File: config.mk
export PLATFORM = sky130hd
export DESIGN_NAME = stream_unpacker_flat
export DESIGN_NICKNAME = d
export VERILOG_FILES = /design/src/rtl/stream_unpacker_if.sv /design/src/rtl/stream_unpacker.sv /design/src/flat_wrapper.sv
export SDC_FILE = /design/constraint.sdc
export NUM_CORES = 1
export LEC_CHECK = 0
export CORE_MARGIN = 8
export CORE_UTILIZATION = 45
export CTS_BUF_LIST = sky130_fd_sc_hd__clkbuf_8
export DETAILED_ROUTE_END_ITERATION = 16
export GPL_ROUTABILITY_DRIVEN = 0
export MAX_ROUTING_LAYER = met4
export PLACE_DENSITY = 0.76
export SKIP_LAST_GASP = 1
export SYNTH_ARGS = -nofsm -noshare
export SYNTH_HDL_FRONTEND = slang
export SYNTH_SLANG_ARGS = --single-unit
File: constraint.sdc
create_clock -name clk -period 2.7 [get_ports clk]
set_clock_uncertainty 0.1 [all_clocks]
set_input_delay 0.675 -clock clk [delete_from_list [all_inputs] [get_ports clk]]
set_output_delay 0.675 -clock clk [all_outputs]
set_load 0.1 [all_outputs]
File: src/rtl/stream_unpacker_if.sv
// Generic valid/ready stream bundle carrying a data word and an end-of-frame flag.
// Master drives valid/data/last and samples ready; slave does the reverse.
interface stream_if #(
    parameter int C_WIDTH = 8
);
    logic               valid;
    logic               ready;
    logic [C_WIDTH-1:0] data;
    logic               last;

    modport master (output valid, output data, output last, input ready);
    modport slave  (input valid, input data, input last, output ready);
endinterface

File: src/rtl/stream_unpacker.sv
// Splits wide words from s into narrow beats on m, least-significant slice first.
// Latency: one cycle from word accept to beat 0; one beat per cycle sustained.
// Backpressure: m beats hold while m.ready is low; s.ready refills in the last-beat cycle.
module stream_unpacker #(
    parameter int C_DATA_WIDTH = 64,
    parameter int C_OUT_WIDTH  = 8
) (
    input  logic      clk,
    input  logic      resetn,
    stream_if.slave   s,
    stream_if.master  m,
    output logic      idle
);
    localparam int RATIO = C_DATA_WIDTH / C_OUT_WIDTH;
    localparam int IDX_W = $clog2(RATIO);
    localparam logic [IDX_W-1:0] LAST_IDX = IDX_W'(RATIO - 1);

    typedef enum logic {
        EMPTY = 1'b0,
        HOLD  = 1'b1
    } state_t;

    state_t                  state_q;
    logic [C_DATA_WIDTH-1:0] word_q;
    logic                    last_q;
    logic [IDX_W-1:0]        idx_q;

    logic full_q;
    logic end_beat;
    logic s_fire;
    logic m_fire;

    assign full_q   = (state_q == HOLD);
    assign end_beat = (idx_q == LAST_IDX);
    assign m_fire   = m.valid && m.ready;
    assign s_fire   = s.valid && s.ready;

    // Refill in the same cycle the final beat leaves, so words chain with no bubble.
    assign s.ready  = !full_q || (m_fire && end_beat);

    // word_q is shifted down each beat, so the current slice always sits in the
    // low bits and m.data is a straight register output rather than a wide mux.
    assign m.valid  = full_q;
    assign m.data   = word_q[C_OUT_WIDTH-1:0];
    assign m.last   = full_q && last_q && end_beat;
    assign idle     = !full_q;

    always_ff @(posedge clk) begin
        if (!resetn) begin
            state_q <= EMPTY;
            last_q  <= 1'b0;
            idx_q   <= '0;
        end else begin
            case (state_q)
                EMPTY: begin
                    if (s_fire) begin
                        state_q <= HOLD;
                        word_q  <= s.data;
                        last_q  <= s.last;
                        idx_q   <= '0;
                    end
                end
                HOLD: begin
                    if (m_fire) begin
                        if (!end_beat) begin
                            idx_q  <= idx_q + 1'b1;
                            word_q <= word_q >> C_OUT_WIDTH;
                        end else if (s_fire) begin
                            word_q <= s.data;
                            last_q <= s.last;
                            idx_q  <= '0;
                        end else begin
                            state_q <= EMPTY;
                            idx_q   <= '0;
                        end
                    end
                end
            endcase
        end
    end
endmodule

File: src/flat_wrapper.sv
// flat-port wrapper written by rule: the top's interface ports become plain ports
module stream_unpacker_flat 
#(
    parameter int C_DATA_WIDTH = 64,
    parameter int C_OUT_WIDTH  = 8
)
  (clk, resetn, idle, s_valid, s_data, s_last, s_ready, m_valid, m_data, m_last, m_ready);
  stream_if #(.C_WIDTH((64))) s_i ();
  stream_if #(.C_WIDTH((8))) m_i ();
  input  logic clk;
  input  logic resetn;
  output logic idle;
  input wire logic [$bits(s_i.valid)-1:0] s_valid;
  input wire logic [$bits(s_i.data)-1:0] s_data;
  input wire logic [$bits(s_i.last)-1:0] s_last;
  output wire logic [$bits(s_i.ready)-1:0] s_ready;
  output wire logic [$bits(m_i.valid)-1:0] m_valid;
  output wire logic [$bits(m_i.data)-1:0] m_data;
  output wire logic [$bits(m_i.last)-1:0] m_last;
  input wire logic [$bits(m_i.ready)-1:0] m_ready;
  assign s_i.valid = s_valid;
  assign s_i.data = s_data;
  assign s_i.last = s_last;
  assign s_ready = s_i.ready;
  assign m_valid = m_i.valid;
  assign m_data = m_i.data;
  assign m_last = m_i.last;
  assign m_i.ready = m_ready;
  stream_unpacker #(.C_DATA_WIDTH(C_DATA_WIDTH), .C_OUT_WIDTH(C_OUT_WIDTH)) u_core (.clk(clk), .resetn(resetn), .s(s_i), .m(m_i), .idle(idle));
endmodule
==> impl_metrics.py <==
metrics = {
    "layout": {
        "final_nets": 401,
        "layout_commonest_cell": "clkdlybuf4s50_1",
        "mostFrequentLayoutCells": "68 x clkdlybuf4s50_1, 64 x edfxtp_1, 56 x and2_1, 56 x a221o_1, 15 x buf_4",
        "n_fill_cell": 611,
        "fin_util": 0.610,
        "area.growth.synth_to_final_pct": 30.3,
        "drive_above_1_share": 0.119,
        "num_antenna_cells": 0,
    },
    "detailed_routing": {
        "wl_per_cell_um": 18.5,
        "first_pass_iters": 4,
        "via_count": 2424,
        "routed_wl_um": 8050,
        "post_drt_via_cell_ratio": 5.59,
        "ant_nets": 0,
        "drt_iter0_drc": 129,
        "drc_errors": 0,
    },
    "die": {
        "initial_utilization": 0.468,
        "core_area_sq_um": 7290,
        "num_io_pins": 81,
        "die_x_um": 103,
        "die-area_sq_um": 10600,
        "num_rows": 31,
        "die_y_um": 103,
    },
    "power": {
        "cellPowerDensity_nw_per_um2": 579,
        "pwr-share-clk": 0.269,
        "p_int_mw": 1.87,
        "seq_power_share": 0.526,
        "leakagePower_nw": 1.62,
        "p_sw_frac": 0.272,
        "p_comb_frac": 0.205,
        "p_sw_mw": 0.700,
        "vdd_ir_drop_max_mv": 0.277,
    },
    "grt": {
        "gr-total-overflow": 0,
        "grt_pass1_wl_um": 12800,
        "grt_pass1_vias": 2511,
        "grt_max_degree": 57,
        "antenna_found_initial": 0,
        "grt_use_total": 0.165,
    },
    "setup_path": {
        "r2r_slack_ns": 0.52,
        "r2r_end": "u_core.word_q[45]",
        "crit_path_start_kind": "primary input",
        "critical_path_class": "in -> out",
        "worst_path_max_delay_cell": "clkdlybuf4s50_1",
        "crit_chain": "clkdlybuf4s50_1 -> a21bo_1 -> buf_4 -> buf_12",
        "crit_fanout": 6,
        "required_ns": 1.92,
        "rr_worst_depth": 6,
        "cp_top_family": "buffers and inverters",
        "worst_path_largest_cell_delay_ns": 0.50,
        "critPathArrivalTime_ns": 1.76,
        "cp.buffers_inverters": 3,
        "end_kind": "primary output",
        "r2r-start": "u_core.idx_q[0]",
    },
    "job": {
        "maxCapViolCount": 0,
    },
    "sta": {
        "period_share": 0.941,
        "maxSlewHeadroom": 0.682,
        "rsz0062_at_grt": "false",
        "setup_viol": 0,
        "finalMaxSlewViolations": 0,
        "period_needed_ns": 2.54,
        "fin_ws_ns": 0.160,
        "hold_violations": 0,
        "holdWs_ns": 0.359,
        "setup-tns-final_ns": 0,
        "worstMarginPinSlew_ns": 0.476,
        "max_clock_freq_mhz": 394,
    },
    "cts": {
        "cts_setup_buffers": 0,
        "clk_pin_slew_worst_paths_ns": 0.07,
        "root_buffer": "clkbuf_8",
        "ctsHoldBuffers": 0,
        "htree_levels": 3,
        "clock_latency_ns": 0.34,
        "clock_path_buffers": 2,
        "cts_resized": 0,
        "cts_tree": "yes",
        "clock-sinks": 69,
        "cts_buffers": 9,
    },
    "synthesis": {
        "avgSynthCellArea_sq_um": 13.1,
        "syn_inst": 260,
        "yosysUniqueCellTypes": 24,
        "synthesis.nets": 331,
        "ys_seq_elements": 69,
        "synthesis.area_sq_um": 3420,
        "yosysWarnings": 0,
        "ys_seq_area_frac": 0.592,
    },
    "run_status": {
        "outcome": "finished, final reports clean",
    },
    "worst_hold_path": {
        "min_to": "u_core.last_q",
        "hp-start": "u_core.last_q",
        "min_delay_path_depth": 2,
        "hold_path_class": "reg -> reg",
    },
    "placement": {
        "hpwl_um": 5780,
        "dp_slack_ns": 0.130,
        "placement.io_buffers": 80,
    },
}
## layer usage
metal / part of all wire / GRT usage
met5: 0 / -
met4: 0.015 / 0.0645
met3: 0.067 / 0.0392
met2: 0.47 / 0.244
met1: 0.44 / 0.213
## worst register-to-register path, cell delays in order (launching register included)
cell	delay (ns)
dfxtp_1	0.33
ha_1	0.21
ha_1	0.27
a21bo_1	0.23
and2_4	0.24
buf_12	0.18
a221o_1	0.36
## state kept, by name, indices dropped and copies added, names as in the netlist
signal,cells
u_core.idx_q,3
u_core.word_q,64
u_core.last_q,1
u_core.m.valid,1
## power by group through the flow
stage               sequential [mW]  clock [mW]  combinational, mW
floorplan                      1.36           0              0.351
global placement               1.37           0              0.520
detailed placement             1.38           0              0.532
CTS                            1.35       0.707              0.534
global route                   1.37       0.750              0.570
finish                         1.35       0.693              0.529
## per-stage QoR
step                instance area (sq um)  instances  power [mW]
finish                               4450        434        2.57
global route                         4450        434        2.68
CTS                                  4450        434        2.59
global placement                     4290        418        1.89
floorplan                            3420        260        1.71
detailed placement                   4290        418        1.91
## area by class of cell
type                       instances  area, sq um  share of cell area
timing repair buffer              90          933               0.210
sequential                        69         2020               0.454
tap                               99          124              0.0278
multi-input combinational        158         1210               0.271
clock inverter                     7         33.8             0.00759
clock buffer                       9          124              0.0278
inverter                           2         7.51             0.00169
## logic make-up after synthesis
family,Yosys count,synth area share
compound gates,70,0.190
buf+inv,33,0.0612
fa+ha+maj,2,0.00732
simple gates,84,0.144
mux,2,0.00586
flops,69,0.592
## synthesized netlist by cell type
master | count | area share
a221o_1 | 56 | 0.16
and3_1 | 1 | 0.0018
mux2i_1 | 2 | 0.0059
buf_2 | 5 | 0.0073
nand3_1 | 8 | 0.012
nor2b_1 | 4 | 0.0073
clkbuf_1 | 10 | 0.011
a21boi_0 | 1 | 0.0022
buf_1 | 1 | 0.0011
o21ai_0 | 8 | 0.012
nand2b_1 | 2 | 0.0037
ha_1 | 2 | 0.0073
dfxtp_1 | 5 | 0.029
and2_4 | 1 | 0.0026
a21oi_1 | 1 | 0.0015
buf_4 | 9 | 0.020
edfxtp_1 | 64 | 0.56
a32oi_1 | 3 | 0.0077
buf_6 | 6 | 0.020
nand2_1 | 10 | 0.011
inv_1 | 2 | 0.0022
and2_1 | 57 | 0.10
nor2_1 | 1 | 0.0011
a21bo_1 | 1 | 0.0029
## worst max path at each step
stage,start,endpoint,slack [ns],depth (start not counted)
final,m_ready,s_ready,0.16,4
after global routing,m_ready,s_ready,0.13,4
after CTS,m_ready,s_ready,0.16,4
after global placement,m_ready,u_core.word_q[30],0.17,5
after floorplan,u_core.m.valid,s_ready,0.08,3
after detailed placement,m_ready,u_core.word_q[45],0.13,5
(Power assumes the default switching activity.)
